File: src/rtl/execute_stage.sv
`default_nettype none
// ============================================================================
//  Module      : execute_stage
//  Description : Execute stage of the in-order RV32I core. Runs the ALU
//                operation selected by exe_fun, resolves conditional branches
//                and jumps into a one-cycle redirect (br_flg/br_target),
//                squashes the single wrong-path instruction that follows a
//                redirect, and registers the result bundle for the
//                memory/writeback stage.
//
//  Build option: EXE_SHIFT_ITER_EN
//                  defined   - SLL/SRL/SRA with a non-zero shift amount run
//                              through a one-bit-per-cycle shifter; decode
//                              is held off through stall_req meanwhile.
//                  undefined - single-cycle barrel shifter, stall_req = 0.
//
//  Ports
//    clk, reset                 clock, synchronous active-high reset
//    reg_pc, imm_b_sext         PC and B-immediate of incoming instruction
//    exe_fun                    ALU / branch function code
//    op1_data, op2_data         ALU operands
//    rs2_data                   store data
//    mem_wen .. inst_is_ecall   control bundle passed through
//    stall_flg                  downstream stall, freezes this stage
//    out_*, alu_out             registered result bundle
//    br_flg, br_target          registered fetch redirect
//    stall_req                  combinational hold request to decode
//
//  Revision    : 1.0 - initial release
// ============================================================================
module execute_stage (
    input  logic        clk,
    input  logic        reset,
    input  logic [31:0] reg_pc,
    input  logic [31:0] imm_b_sext,
    input  logic [4:0]  exe_fun,
    input  logic [31:0] op1_data,
    input  logic [31:0] op2_data,
    input  logic [31:0] rs2_data,
    input  logic [4:0]  mem_wen,
    input  logic        rf_wen,
    input  logic [3:0]  wb_sel,
    input  logic [4:0]  wb_addr,
    input  logic [2:0]  csr_cmd,
    input  logic        jmp_flg,
    input  logic        inst_is_ecall,
    input  logic        stall_flg,
    output logic [31:0] out_reg_pc,
    output logic [31:0] alu_out,
    output logic [31:0] out_rs2_data,
    output logic [4:0]  out_mem_wen,
    output logic        out_rf_wen,
    output logic [3:0]  out_wb_sel,
    output logic [4:0]  out_wb_addr,
    output logic [2:0]  out_csr_cmd,
    output logic        out_inst_is_ecall,
    output logic        br_flg,
    output logic [31:0] br_target,
    output logic        stall_req
);

    // ------------------------------------------------------------------
    // Function encodings
    // ------------------------------------------------------------------
    localparam logic [4:0] c_ALU_X     = 5'd0;
    localparam logic [4:0] c_ALU_ADD   = 5'd1;
    localparam logic [4:0] c_ALU_SUB   = 5'd2;
    localparam logic [4:0] c_ALU_AND   = 5'd3;
    localparam logic [4:0] c_ALU_OR    = 5'd4;
    localparam logic [4:0] c_ALU_XOR   = 5'd5;
    localparam logic [4:0] c_ALU_SLL   = 5'd6;
    localparam logic [4:0] c_ALU_SRL   = 5'd7;
    localparam logic [4:0] c_ALU_SRA   = 5'd8;
    localparam logic [4:0] c_ALU_SLT   = 5'd9;
    localparam logic [4:0] c_ALU_SLTU  = 5'd10;
    localparam logic [4:0] c_BR_BEQ    = 5'd11;
    localparam logic [4:0] c_BR_BNE    = 5'd12;
    localparam logic [4:0] c_BR_BLT    = 5'd13;
    localparam logic [4:0] c_BR_BGE    = 5'd14;
    localparam logic [4:0] c_BR_BLTU   = 5'd15;
    localparam logic [4:0] c_BR_BGEU   = 5'd16;
    localparam logic [4:0] c_ALU_JALR  = 5'd17;
    localparam logic [4:0] c_ALU_COPY1 = 5'd18;

    // ------------------------------------------------------------------
    // Stage state
    // ------------------------------------------------------------------
    logic        r_squash;

`ifdef EXE_SHIFT_ITER_EN
    typedef enum logic [0:0] {
        S_IDLE  = 1'b0,
        S_SHIFT = 1'b1
    } state_t;

    state_t      r_state;
    logic [4:0]  r_count;
    logic [4:0]  r_sh_fun;
    logic [31:0] r_sh_val;
    logic [31:0] r_sh_pc;
    logic [31:0] r_sh_rs2;
    logic [4:0]  r_sh_mem_wen;
    logic        r_sh_rf_wen;
    logic [3:0]  r_sh_wb_sel;
    logic [4:0]  r_sh_wb_addr;
    logic [2:0]  r_sh_csr_cmd;
    logic        r_sh_ecall;

    logic        w_is_shift;
    logic        w_shift_start;
    logic [31:0] w_sh_step;
`endif

    logic [31:0] w_alu_result;
    logic        w_br_taken;
    logic        w_redirect;
    logic [31:0] w_redirect_target;

    logic [31:0] w_nxt_pc;
    logic [31:0] w_nxt_alu;
    logic [31:0] w_nxt_rs2;
    logic [4:0]  w_nxt_mem_wen;
    logic        w_nxt_rf_wen;
    logic [3:0]  w_nxt_wb_sel;
    logic [4:0]  w_nxt_wb_addr;
    logic [2:0]  w_nxt_csr_cmd;
    logic        w_nxt_ecall;
    logic        w_nxt_br_flg;
    logic [31:0] w_nxt_br_target;
    logic        w_nxt_squash;

    // ------------------------------------------------------------------
    // ALU
    // ------------------------------------------------------------------
    always_comb begin
        w_alu_result = 32'd0;
        case (exe_fun)
            c_ALU_X:     w_alu_result = 32'd0;
            c_ALU_ADD:   w_alu_result = op1_data + op2_data;
            c_ALU_SUB:   w_alu_result = op1_data - op2_data;
            c_ALU_AND:   w_alu_result = op1_data & op2_data;
            c_ALU_OR:    w_alu_result = op1_data | op2_data;
            c_ALU_XOR:   w_alu_result = op1_data ^ op2_data;
`ifdef EXE_SHIFT_ITER_EN
            // Only reached with a zero shift amount; any other amount is
            // handed to the iterative shifter instead.
            c_ALU_SLL,
            c_ALU_SRL,
            c_ALU_SRA:   w_alu_result = op1_data;
`else
            c_ALU_SLL:   w_alu_result = op1_data << op2_data[4:0];
            c_ALU_SRL:   w_alu_result = op1_data >> op2_data[4:0];
            c_ALU_SRA:   w_alu_result = $unsigned($signed(op1_data) >>> op2_data[4:0]);
`endif
            c_ALU_SLT:   w_alu_result = {31'd0, $signed(op1_data) < $signed(op2_data)};
            c_ALU_SLTU:  w_alu_result = {31'd0, op1_data < op2_data};
            c_ALU_JALR:  w_alu_result = (op1_data + op2_data) & ~32'd1;
            c_ALU_COPY1: w_alu_result = op1_data;
            default:     w_alu_result = 32'd0;
        endcase
    end

    // ------------------------------------------------------------------
    // Branch resolution
    // ------------------------------------------------------------------
    always_comb begin
        w_br_taken = 1'b0;
        case (exe_fun)
            c_BR_BEQ:  w_br_taken = (op1_data == op2_data);
            c_BR_BNE:  w_br_taken = (op1_data != op2_data);
            c_BR_BLT:  w_br_taken = ($signed(op1_data) <  $signed(op2_data));
            c_BR_BGE:  w_br_taken = ($signed(op1_data) >= $signed(op2_data));
            c_BR_BLTU: w_br_taken = (op1_data <  op2_data);
            c_BR_BGEU: w_br_taken = (op1_data >= op2_data);
            default:   w_br_taken = 1'b0;
        endcase
    end

    assign w_redirect        = w_br_taken | jmp_flg;
    assign w_redirect_target = w_br_taken ? (reg_pc + imm_b_sext) :
                               (jmp_flg ? w_alu_result : 32'd0);

`ifdef EXE_SHIFT_ITER_EN
    // ------------------------------------------------------------------
    // Iterative shifter support
    // ------------------------------------------------------------------
    assign w_is_shift    = (exe_fun == c_ALU_SLL) || (exe_fun == c_ALU_SRL) ||
                           (exe_fun == c_ALU_SRA);
    assign w_shift_start = (r_state == S_IDLE) && !r_squash && w_is_shift &&
                           (op2_data[4:0] != 5'd0);

    always_comb begin
        case (r_sh_fun)
            c_ALU_SLL: w_sh_step = {r_sh_val[30:0], 1'b0};
            c_ALU_SRL: w_sh_step = {1'b0, r_sh_val[31:1]};
            default:   w_sh_step = {r_sh_val[31], r_sh_val[31:1]};
        endcase
    end

    // Hold decode from the capture cycle until the last shift step; on the
    // final step decode may advance because its inputs are ignored here.
    assign stall_req = !reset &&
                       (((r_state == S_IDLE) && w_shift_start && !stall_flg) ||
                        ((r_state == S_SHIFT) && (r_count != 5'd1)));
`else
    assign stall_req = 1'b0;
`endif

    // ------------------------------------------------------------------
    // Next registered bundle (all-zero defaults form a bubble)
    // ------------------------------------------------------------------
    always_comb begin
        w_nxt_pc        = 32'd0;
        w_nxt_alu       = 32'd0;
        w_nxt_rs2       = 32'd0;
        w_nxt_mem_wen   = 5'd0;
        w_nxt_rf_wen    = 1'b0;
        w_nxt_wb_sel    = 4'd0;
        w_nxt_wb_addr   = 5'd0;
        w_nxt_csr_cmd   = 3'd0;
        w_nxt_ecall     = 1'b0;
        w_nxt_br_flg    = 1'b0;
        w_nxt_br_target = 32'd0;
        w_nxt_squash    = r_squash;
`ifdef EXE_SHIFT_ITER_EN
        if (r_state == S_SHIFT) begin
            if (r_count == 5'd1) begin
                w_nxt_pc      = r_sh_pc;
                w_nxt_alu     = w_sh_step;
                w_nxt_rs2     = r_sh_rs2;
                w_nxt_mem_wen = r_sh_mem_wen;
                w_nxt_rf_wen  = r_sh_rf_wen;
                w_nxt_wb_sel  = r_sh_wb_sel;
                w_nxt_wb_addr = r_sh_wb_addr;
                w_nxt_csr_cmd = r_sh_csr_cmd;
                w_nxt_ecall   = r_sh_ecall;
            end
        end else
`endif
        if (r_squash) begin
            // Wrong-path instruction behind a redirect: drop it.
            w_nxt_squash = 1'b0;
        end
`ifdef EXE_SHIFT_ITER_EN
        else if (w_shift_start) begin
            w_nxt_squash = 1'b0;
        end
`endif
        else begin
            w_nxt_pc        = reg_pc;
            w_nxt_alu       = w_br_taken ? 32'd0 : w_alu_result;
            w_nxt_rs2       = rs2_data;
            w_nxt_mem_wen   = mem_wen;
            w_nxt_rf_wen    = rf_wen;
            w_nxt_wb_sel    = wb_sel;
            w_nxt_wb_addr   = wb_addr;
            w_nxt_csr_cmd   = csr_cmd;
            w_nxt_ecall     = inst_is_ecall;
            w_nxt_br_flg    = w_redirect;
            w_nxt_br_target = w_redirect_target;
            w_nxt_squash    = w_redirect;
        end
    end

    // ------------------------------------------------------------------
    // Stage registers and shifter FSM
    // ------------------------------------------------------------------
    always_ff @(posedge clk) begin
        if (reset) begin
            out_reg_pc        <= 32'd0;
            alu_out           <= 32'd0;
            out_rs2_data      <= 32'd0;
            out_mem_wen       <= 5'd0;
            out_rf_wen        <= 1'b0;
            out_wb_sel        <= 4'd0;
            out_wb_addr       <= 5'd0;
            out_csr_cmd       <= 3'd0;
            out_inst_is_ecall <= 1'b0;
            br_flg            <= 1'b0;
            br_target         <= 32'd0;
            r_squash          <= 1'b0;
`ifdef EXE_SHIFT_ITER_EN
            r_state           <= S_IDLE;
            r_count           <= 5'd0;
            r_sh_fun          <= 5'd0;
            r_sh_val          <= 32'd0;
            r_sh_pc           <= 32'd0;
            r_sh_rs2          <= 32'd0;
            r_sh_mem_wen      <= 5'd0;
            r_sh_rf_wen       <= 1'b0;
            r_sh_wb_sel       <= 4'd0;
            r_sh_wb_addr      <= 5'd0;
            r_sh_csr_cmd      <= 3'd0;
            r_sh_ecall        <= 1'b0;
`endif
        end else if (!stall_flg) begin
            out_reg_pc        <= w_nxt_pc;
            alu_out           <= w_nxt_alu;
            out_rs2_data      <= w_nxt_rs2;
            out_mem_wen       <= w_nxt_mem_wen;
            out_rf_wen        <= w_nxt_rf_wen;
            out_wb_sel        <= w_nxt_wb_sel;
            out_wb_addr       <= w_nxt_wb_addr;
            out_csr_cmd       <= w_nxt_csr_cmd;
            out_inst_is_ecall <= w_nxt_ecall;
            br_flg            <= w_nxt_br_flg;
            br_target         <= w_nxt_br_target;
            r_squash          <= w_nxt_squash;
`ifdef EXE_SHIFT_ITER_EN
            case (r_state)
                S_IDLE: begin
                    if (w_shift_start) begin
                        r_state      <= S_SHIFT;
                        r_count      <= op2_data[4:0];
                        r_sh_fun     <= exe_fun;
                        r_sh_val     <= op1_data;
                        r_sh_pc      <= reg_pc;
                        r_sh_rs2     <= rs2_data;
                        r_sh_mem_wen <= mem_wen;
                        r_sh_rf_wen  <= rf_wen;
                        r_sh_wb_sel  <= wb_sel;
                        r_sh_wb_addr <= wb_addr;
                        r_sh_csr_cmd <= csr_cmd;
                        r_sh_ecall   <= inst_is_ecall;
                    end
                end
                S_SHIFT: begin
                    r_sh_val <= w_sh_step;
                    r_count  <= r_count - 5'd1;
                    if (r_count == 5'd1) begin
                        r_state <= S_IDLE;
                    end
                end
                default: r_state <= S_IDLE;
            endcase
`endif
        end
    end

endmodule
`default_nettype wire

File: config.mk
export PLATFORM = sky130hd
export DESIGN_NAME = execute_stage
export DESIGN_NICKNAME = d
export VERILOG_FILES = /design/src/rtl/execute_stage.sv
export SDC_FILE = /design/constraint.sdc
export NUM_CORES = 1
export LEC_CHECK = 0
export ABC_AREA = 0
export ABC_CLOCK_PERIOD_IN_PS = 4900
export CORE_ASPECT_RATIO = 0.8
export CORE_MARGIN = 4
export CORE_UTILIZATION = 25
export DETAILED_ROUTE_END_ITERATION = 8
export PLACE_DENSITY = 0.45
export RECOVER_POWER = 25
export SYNTH_ARGS = -nofsm -noshare
export SYNTH_HDL_FRONTEND = slang
export SYNTH_SLANG_ARGS = --single-unit
File: constraint.sdc
create_clock -name clk -period 4.9 [get_ports clk]
set_clock_uncertainty 0.15 [all_clocks]
set_input_delay 0.735 -clock clk [delete_from_list [all_inputs] [get_ports clk]]
set_output_delay 0.735 -clock clk [all_outputs]
set_load 0.05 [all_outputs]
==> flow_summary.json <==
{
  "status": "complete, but fails checks",
  "violations": "max-capacitance violations, max-slew violations",
  "cts_resized": 0,
  "peakVddDrop_v": 0.000201,
  "yosys-top-cells-count": "nor2_1 (297), nand2_1 (156), dfxtp_1 (148)",
  "grt_pass1_wl_mm": 127,
  "worst_pin_slew_ns": 2.28,
  "viasPerCell": 5.65,
  "ys_ff_latch": 148,
  "grt_max_degree": 100,
  "clk_path_buf_depth": 2,
  "regArea_um2": 2960,
  "design_area_um2": 22200,
  "track_usage_pct": 23.3,
  "io_buffers": 335,
  "cts-root-buf": "clkbuf_16",
  "grt_overflow": 0,
  "clock_latency_ns": 0.43,
  "cts_hold_buf": 0,
  "worstPathArrival_ns": 4.62,
  "relSlewSlack_pct": -52.2,
  "drtAntennaViolNets": 0,
  "hold_path_class": "reg -> reg",
  "fin_crit_sh_pct": 91.3,
  "setup_tns_ns": 0,
  "gp_congestion": 0.948,
  "critPathRequiredTime_ns": 5.05,
  "power_leakage_nw": 8.81,
  "clk_pin_slew_ns": 0.07,
  "critPathKind": "in -> reg",
  "setup_viol": 0,
  "antenna_found_initial": 2,
  "coreArea_um2": 66300,
  "maxCapViolations": 2,
  "pre_cts_slack_ns": 0.0541,
  "rows": 84,
  "maxSlewViolCount": 134,
  "synthCells": 2186,
  "synth_warnings": 0,
  "setup_ws_ns": 0.427,
  "boundaryPins": 337,
  "fin_nets": 2829,
  "powerDensity_nw_per_um2": 215,
  "cts_sinks": 148,
  "multi_input_area_um2": 12600,
  "clock.fmax_mhz": 224,
  "fill_cells": 7053,
  "hold_violations": 0,
  "yosysTopAreaCellShare_pct": 17.6,
  "syn_nets": 2505,
  "cts_buffers": 17,
  "placed_cell_area_um2": 21700,
  "drt-pass1-iter-count": 7,
  "path_max_fanout": 3,
  "synth_ff_type": "dfxtp_1",
  "n_antenna_cell": 0,
  "rsz0062_at_grt": "no",
  "dieArea_um2": 71700,
  "detail_route.wirelength_mm": 88.1,
  "cts_tree": "yes",
  "cts_setup_buffers": 0,
  "die_y_um": 240,
  "synth_area_leaders": "dfxtp_1 (18%), ha_1 (9.5%), mux4_2 (7.3%), nor2_1 (6.6%), a22oi_1 (5.5%)",
  "synth_area_um2": 16900,
  "synth_top_area_cell": "dfxtp_1",
  "post-place-cells": 3394,
  "instances_no_fill": 3425,
  "grt_pass1_vias": 18600,
  "vias": 19300,
  "start_util_pct": 25.4,
  "period_minus_slack_ns": 4.47,
  "startpoint_type": "input port",
  "synth_enable_flop_cells": 0,
  "wl_per_cell_um": 25.7,
  "finalPower_w": 0.00478,
  "die_w_um": 298,
  "drive_gt1_share_pct": 12.3,
  "synth-seq-area-share_pct": 17.6,
  "async_reset_ff_share_pct": 0,
  "drt_iter0_drc": 2225,
  "area_delta_synth_final_pct": 31.8,
  "dp_hpwl_mm": 70.8,
  "synthMostInstantiatedCell": "nor2_1",
  "avgSynthCellArea_um2": 7.72,
  "end_kind": "flip-flop",
  "cts_htree_levels": 4,
  "post_synth_num_cell_types": 106,
  "drc": 0
}
[critical path: stages]
cell	delay [ns]
clkdlybuf4s50_1	0.45
ha_1	0.25
fa_1	0.43
a211oi_1	0.22
nor2_1	0.12
o311ai_0	0.66
buf_4	0.25
nand3_1	0.16
a2111oi_0	0.45
buf_4	0.19
o31ai_1	0.11
a31oi_1	0.22
xor2_1	0.26
o22ai_1	0.12
[per-stage QoR]
stage          hold slack, ns  util (%)
2_1_floorplan           0.511         -
3_3_place_gp            0.299      32.7
3_5_place_dp            0.301      32.7
4_1_cts                 0.311      33.6
5_1_grt                 0.328      33.5
6_report                0.311      33.5
[cells in the final DEF, fill, tap and decap left out, types with 23 or more instances in the layout]
cell type and count:
clkdlybuf4s50_1 329, nor2_1 296, nand2_1 156, dfxtp_1 148, buf_4 145, a21oi_1 138, ha_1 128, a22oi_1 124
o21ai_0 104, inv_1 101, mux2i_1 59, mux4_2 55, nor3_1 49, nand3_1 48, a211oi_1 37, a21o_1 35
o211ai_1 27, nor2b_1 25, xnor2_1 23, a31oi_1 23
[registers in the layout, indices dropped and copies added, names as in the netlist]
register and count:
out_mem_wen 5, r_squash 1, out_csr_cmd 3, br_target 32
out_rs2_data 32, out_wb_sel 4, out_rf_wen 1, out_reg_pc 32
out_inst_is_ecall 1, alu_out 32, out_wb_addr 5
[path summary, 6_finish.rpt]
path | start | end | slack (ns) | depth (start not counted)
worst max-delay path | reg_pc[0] | br_target[28] | 0.43 | 14
worst min-delay path | alu_out[30] | alu_out[30] | 0.31 | 2
worst max register to register | r_squash | br_target[29] | 2.11 | 9
worst min register to register | alu_out[30] | alu_out[30] | 0.31 | 2
[per-layer routing]
layer,routed length (um),vias up,global-route usage [%]
met1,40200,9548,33.4
met5,50,-,0
met3,6550,119,4.02
met4,2210,6,5.65
li1,-,8842,-
met2,39100,834,36.5
[power breakdown]
part           switching (W)  internal (W)
logic                0.00137      0.000850
registers          0.0000320       0.00126
clock network       0.000596      0.000669
total                0.00200       0.00278
[kinds of logic (layout without fill, tap and decap cells)]
group	count (synthesis)	count (layout)	synth area share, %
AO/OA/AOI/OAI	755	755	32.0
XOR/XNOR	33	33	1.71
adder cells (fa/ha/maj)	131	131	9.85
buffers and inverters	285	621	7.71
flip-flops	148	148	17.6
multiplexers	136	136	12.3
other	1	1	0.0222
AND/OR/NAND/NOR	697	697	18.9
[cell type report]
class	instances	area share, %
clock inverter	14	0.591
multi-input combinational	1753	56.7
clock buffer	17	1.91
timing repair buffer	488	20.6
tap	903	5.08
sequential	148	13.3
inverter	102	1.72
Power figures use the tool's default switching activity.
==> RTL change 1 (config.mk and constraints unchanged) <==
Add a define of `EXE_SHIFT_ITER_EN`.
--- a/src/rtl/execute_stage.sv
+++ b/src/rtl/execute_stage.sv
@@ -28,6 +28,8 @@
 //
 //  Revision    : 1.0 - initial release
 // ============================================================================
+`define EXE_SHIFT_ITER_EN
+
 module execute_stage (
     input  logic        clk,
     input  logic        reset,
Check against the original RTL: not equivalent (Yosys sat finds a counterexample within 4 cycles, from zero or initial values and one cycle with reset high).
==> RTL change 1 against the unedited design <==
- sequential cell count increased by 127
- setup slack worse by 0.019 ns
- design area increased by 7.2%
- total power increased by 43%
- global-route usage fell by 2.4 points
- die area rose by 4.4%
- sequential share of layout area increased by 9.8 points
- final cell count increased by 3.9%
- synthesized area grew 4.6%
- hold slack got worse by 0.0080 ns
- fmax down 0.43%
- routed wire length is 6.1% lower
==> RTL change 1: results (changes against the unedited design) <==
stage;metric;value;unit;change
worst_setup_path;crit path launch;op1_data[1];;was reg_pc[0]
clock_tree;maximum number of buffers from clock root to sink;3;;was 2
timing;max_slew headroom;14.1;%;was -52.2%
synthesis;number of different library cells in the post-synthesis netlist;85;;was 106
clock_tree;CTS H-tree lvls;1;;was 4
route;post-detailed-route wirelength per cell;23.2;µm;was 25.7 µm
place;Port-buffer cells;336;;was 335
synthesis;Synth Area in Compound Gates;31.1;%;was 32.0%
grt;initial antenna violation count;10;;was 2
synthesis;post-synthesis adder-cell area fraction;9.49;%;was 9.85%
route;routed vias;19300;;about the same
grt;GRT Util Overall;20.9;%;was 23.3%
worst_setup_path;slowest cell delay on critical path;0.54;ns;was 0.66 ns
worst_hold_path;hold path start;r_sh_pc[22]$_SDFFE_PP0P_;;was alu_out[30]$_SDFFE_PP0N_
outcome;result of the run;complete, no violations;;was finished with violations
layout;number of nets in the finished design;2925;;was 2,829
worst_setup_path;worst setup slack for register-to-register paths;2.07;ns;was 2.11 ns
worst_setup_path;worst endpoint data arrival time;4.77;ns;was 4.62 ns
synthesis;share of the synthesized area in the top cell type;31.2;%;was 17.6%
synthesis;post-synthesis share of cell area spent on xor and xnor gates;1.59;%;was 1.71%
synthesis;Post-Syn Instances;2270;;was 2,186
place;Final HPWL DP;62.0;mm;was 70.8 mm
clock_tree;Skew-Pair Late Insertion Delay;0.58;ns;was 0.43 ns
worst_setup_path;endpoint of the lowest-slack register-to-register path;br_target[30]$_SDFFE_PP0N_;;was br_target[29]$_SDFFE_PP0N_
worst_setup_path;maximum fanout along the worst path;5;;was 3
clock_tree;number of buffers created by CTS;30;;was 17
synthesis;share of the yosys chip area belonging to registers;31.2;%;was 17.6%
route;number of search-and-repair iterations in the first detailed-routing pass;9;;was 7
synthesis;multiplexer share of the synthesized area;2.22;%;was 12.3%
place;worst setup slack after placement;0.0341;ns;was 0.0541 ns
layout;final cell count without fillers;3560;;was 3,425
layout;filler cell count;7247;;was 7,053
place;final weighted congestion in routability-driven placement;0.944;;was 0.948
grt;pin count of the biggest net entering global routing;175;;was 100
grt;first-pass GRT wire length;122;mm;was 127 mm
layout;share of post-route cells with drive strength above 1;9.64;%;was 12.3%
synthesis;cells taking the most area after synthesis;sky130_fd_sc_hd__dfxtp_1, sky130_fd_sc_hd__ha_1, sky130_fd_sc_hd__a222oi_1;;was sky130_fd_sc_hd__dfxtp_1, sky130_fd_sc_hd__ha_1, sky130_fd_sc_hd__mux4_2
pwr;leakage component of the power;9.38;nW;was 8.81 nW
synthesis;most numerous cell types in the synthesized netlist;sky130_fd_sc_hd__nand2_1, sky130_fd_sc_hd__dfxtp_1, sky130_fd_sc_hd__nor2_1;;was sky130_fd_sc_hd__nor2_1, sky130_fd_sc_hd__nand2_1, sky130_fd_sc_hd__dfxtp_1
worst_setup_path;CP max-delay cell;sky130_fd_sc_hd__a211oi_1;;was sky130_fd_sc_hd__o311ai_0
route;starting DRC count in detailed routing;2088;;was 2,225
==> RTL change 1: cell types whose count changed in the layout (fill, tap and decap cells not counted), moves of 99 or more <==
| cell | before | now |
|---|---|---|
| sky130_fd_sc_hd__nand2_1 | 156 | 323 |
| sky130_fd_sc_hd__dfxtp_1 | 148 | 275 |
| sky130_fd_sc_hd__a222oi_1 | 12 | 127 |
| sky130_fd_sc_hd__a22oi_1 | 124 | 17 |
| sky130_fd_sc_hd__dlygate4sd3_1 | 0 | 106 |
| sky130_fd_sc_hd__clkdlybuf4s50_1 | 329 | 227 |
| sky130_fd_sc_hd__a21oi_1 | 138 | 237 |
==> RTL change 1: per-layer routing <==
metal	vias up	routed length [µm]	track usage (%)
met5	-	0	0
met4	0	2550	6.51
met3	117	6050	4.35
met2	708	36600	32.5
met1	9437	37500	29.1
li1	9037	-	-
==> RTL change 1: cell type report <==
| class | instances | area [µm²] | share of cell area [%] |
|---|---|---|---|
| tap | 924 | 1160 | 4.85 |
| multi-input combinational | 1716 | 11100 | 46.6 |
| sequential | 275 | 5510 | 23.1 |
| inverter | 104 | 390 | 1.64 |
| clock buffer | 40 | 870 | 3.65 |
| timing repair buffer | 478 | 4600 | 19.3 |
| clock inverter | 12 | 169 | 0.709 |
| antenna | 11 | 27.5 | 0.116 |
==> RTL change 1: worst max path at each step <==
stage / endpoint / slack, ns / cells past startpoint
2_1_floorplan: alu_out[22]$_SDFFE_PP0N_ / 1.19 / 12
3_3_place_gp: alu_out[31]$_SDFFE_PP0N_ / 0.04 / 15
3_5_place_dp: alu_out[27]$_SDFFE_PP0N_ / 0.03 / 15
4_1_cts: alu_out[22]$_SDFFE_PP0N_ / 0.62 / 13
5_1_grt: alu_out[22]$_SDFFE_PP0N_ / 0.38 / 13
6_report: alu_out[31]$_SDFFE_PP0N_ / 0.41 / 15
==> RTL change 1: critical path: cells and delay by family <==
family,cells,cell delay (ns)
buf+inv,4,1.02
simple gates,2,0.47
compound gates,7,2.00
fa+ha+maj,1,0.39
xor+xnor,1,0.15
==> RTL change 1: stage by stage <==
stage          area (µm²)  total power, mW  util [%]  hold WS, ns
3_5_place_dp        22800             4.50      32.8        0.297
4_1_cts             23800             6.95      34.3        0.305
2_1_floorplan       17600             3.62         -        0.286
6_report            23800             6.85      34.3        0.303
5_1_grt             23800             7.19      34.3        0.320
3_3_place_gp        22800             4.49      32.8        0.291
==> RTL change 1: cells by family after synthesis <==
kind of cell | after synthesis
fa+ha+maj | 132
buf+inv | 279
compound gates | 776
xor+xnor | 32
flops | 275
mux | 37
simple gates | 739
==> RTL change 1: report_power, final <==
part           leakage, nW  internal, mW  total [mW]  switching, mW
logic                 6.63         0.773        2.03           1.26
clock network        0.515          1.45        2.42          0.971
registers             2.23          2.34        2.40         0.0643
total                 9.38          4.56        6.85           2.29
==> RTL change 2 (config.mk and constraints unchanged) <==
Without the edit above. Remove the case item `c_ALU_SRA` of the case on `exe_fun`.
--- a/src/rtl/execute_stage.sv
+++ b/src/rtl/execute_stage.sv
@@ -150,7 +150,6 @@
 `else
             c_ALU_SLL:   w_alu_result = op1_data << op2_data[4:0];
             c_ALU_SRL:   w_alu_result = op1_data >> op2_data[4:0];
-            c_ALU_SRA:   w_alu_result = $unsigned($signed(op1_data) >>> op2_data[4:0]);
 `endif
             c_ALU_SLT:   w_alu_result = {31'd0, $signed(op1_data) < $signed(op2_data)};
             c_ALU_SLTU:  w_alu_result = {31'd0, op1_data < op2_data};
Function: changed (a bounded check fails within 4 cycles, from zero or initial values and one cycle with reset high).
==> RTL change 2 against the unedited design <==
- the flow finishes with violations (design-rule violations, max-capacitance violations, max-slew violations)
- fmax is 5.7% lower
- setup slack worse by 0.27 ns
- via count is 2.2% lower
- sequential cell count stayed put
- clock power is 7% higher
- largest power group unchanged
- design area fell by 1.8%
- total power is 0.82% higher
- synthesized cell count down 2.2%
- synthesized area decreased by 3.8%
- sequential power hardly changed
- routed wire length fell by 3.0%
- register-to-register slack worse by 0.26 ns
==> RTL change 2: results (changes against the unedited design) <==
stage;metric;value;unit;change
outcome;result of the run;finished with violations;;unchanged
worst_hold_path;hold path start;br_target[15]$_SDFFE_PP0N_;;was alu_out[30]$_SDFFE_PP0N_
worst_setup_path;worst endpoint data arrival time;4.87;ns;was 4.62 ns
worst_setup_path;depth of the most critical reg-to-reg path;4;;was 9
pwr;power consumed by the clock network;1.35;mW;was 1.26 mW
route;DRC violations left;1;;was 0
worst_setup_path;endpoint of the lowest-slack register-to-register path;out_reg_pc[27]$_SDFFE_PP0N_;;was br_target[29]$_SDFFE_PP0N_
synthesis;cells taking the most area after synthesis;sky130_fd_sc_hd__dfxtp_1, sky130_fd_sc_hd__ha_1, sky130_fd_sc_hd__mux4_2;;unchanged
pwr;Total Power;4.81;mW;was 4.78 mW
place;final weighted congestion in routability-driven placement;0.952;;was 0.948
worst_setup_path;maximum fanout along the worst path;4;;was 3
synthesis;net count of the mapped netlist;2456;;was 2,505
place;Final HPWL DP;68.8;mm;was 70.8 mm
layout;number of nets in the finished design;2796;;was 2,829
grt;GRT Util Overall;23.4;%;was 23.3%
pwr;internal power;2.87;mW;was 2.78 mW
timing;max-slew violation total from the final report;170;;was 134
place;worst setup slack after placement;-0.184;ns;was 0.0541 ns
outcome;failing checks;design-rule violations, max-capacitance violations, max-slew violations;;was max-capacitance violations, max-slew violations
pwr;leakage component of the power;8.73;nW;was 8.81 nW
timing;final hold slack;0.324;ns;was 0.311 ns
layout;layout overhead on the synthesized area;34.6;%;was 31.8%
route;number of search-and-repair iterations in the first detailed-routing pass;9;;was 7
worst_setup_path;worst setup slack for register-to-register paths;1.85;ns;was 2.11 ns
timing;max_slew headroom;-31.5;%;was -52.2%
synthesis;Mapped Avg Cell Area;7.60;µm²;was 7.72 µm²
place;cell area after placement;21300;µm²;was 21,700 µm²
route;Routed WL;85.5;mm;was 88.1 mm
place;Port-buffer cells;335;;unchanged
layout;share of post-route cells with drive strength above 1;12.7;%;was 12.3%
grt;pin count of the biggest net entering global routing;91;;was 100
synthesis;most numerous cell types in the synthesized netlist;sky130_fd_sc_hd__nor2_1, sky130_fd_sc_hd__nand2_1, sky130_fd_sc_hd__dfxtp_1;;unchanged
layout;filler cell count;6772;;was 7,053
worst_hold_path;end of the worst hold path;br_target[15]$_SDFFE_PP0N_;;was alu_out[30]$_SDFFE_PP0N_
route;ratio of routed vias to standard cells;5.66;;was 5.65
pwr;VDD IR max;264;µV;was 201 µV
synthesis;top_reg_cell synth;sky130_fd_sc_hd__dfxtp_1;;unchanged
synthesis;number of different library cells in the post-synthesis netlist;91;;was 106
job;max-cap check violation count;3;;was 2
route;routed vias;18900;;was 19,300
route;starting DRC count in detailed routing;2344;;was 2,225
grt;first-pass GRT wire length;123;mm;was 127 mm
RTL change 2: cell count changes after synthesis, moves of 11 or more:
cell / delta
sky130_fd_sc_hd__a2bb2oi_1: +11
sky130_fd_sc_hd__clkbuf_1: +27
sky130_fd_sc_hd__clkbuf_8: -12
sky130_fd_sc_hd__nor2_1: -23
sky130_fd_sc_hd__nor2b_1: -13
sky130_fd_sc_hd__o31ai_1: +12
RTL change 2: kinds of logic (layout without fill, tap and decap cells):
group	count (synthesis)	count (layout)	synth area share, %
AO/OA/AOI/OAI	744	744	32.4
AND/OR/NAND/NOR	665	665	18.6
buffers and inverters	291	644	7.11
flip-flops	148	148	18.3
adder cells (fa/ha/maj)	131	131	10.2
multiplexers	127	127	11.7
XOR/XNOR	30	30	1.62
other	1	2	0.0231
RTL change 2: cell type report:
cell class                      count  share of cell area [%]
Clock inverter                     13                   0.670
Inverter                          106                    1.82
Clock buffer                       19                    2.07
Timing Repair Buffer              506                    21.5
Antenna cell                        1                  0.0115
Tap cell                          850                    4.87
Sequential cell                   148                    13.6
Multi-Input combinational cell   1698                    55.5
RTL change 2: critical path, stage by stage:
cell and delay, ns:
sky130_fd_sc_hd__clkdlybuf4s50_1 0.58, sky130_fd_sc_hd__inv_1 0.07, sky130_fd_sc_hd__ha_1 0.32, sky130_fd_sc_hd__or4_4 0.56, sky130_fd_sc_hd__or3_4 0.37, sky130_fd_sc_hd__a211oi_4 0.33, sky130_fd_sc_hd__o31ai_1 0.15, sky130_fd_sc_hd__buf_4 0.18
sky130_fd_sc_hd__a311oi_1 0.47, sky130_fd_sc_hd__buf_4 0.20, sky130_fd_sc_hd__o31ai_1 0.07, sky130_fd_sc_hd__a2bb2oi_1 0.18, sky130_fd_sc_hd__o211ai_1 0.50, sky130_fd_sc_hd__a31oi_1 0.14
RTL change 2: worst max-delay path by stage:
stage,startpoint,to,slack (ns),depth (start not counted)
after global routing,op1_data[0],br_target[22]$_SDFFE_PP0N_,0.09,16
after CTS,op1_data[12],br_target[28]$_SDFFE_PP0N_,0.27,14
after global placement,op1_data[12],br_target[28]$_SDFFE_PP0N_,-0.16,14
final,op1_data[12],br_target[28]$_SDFFE_PP0N_,0.16,14
after detailed placement,op1_data[12],br_target[28]$_SDFFE_PP0N_,-0.18,14
after floorplan,op2_data[2],br_target[1]$_SDFFE_PP0N_,0.43,16
RTL change 2: per-layer routing:
layer	up-vias	share of wire, %	track usage [%]	wire (µm)
met1	9357	47	34.7	39900
met3	76	6.9	3.57	5930
li1	8684	-	-	-
met2	806	45	36.4	38400
met4	2	1.5	3.66	1280
met5	-	0.014	0	12
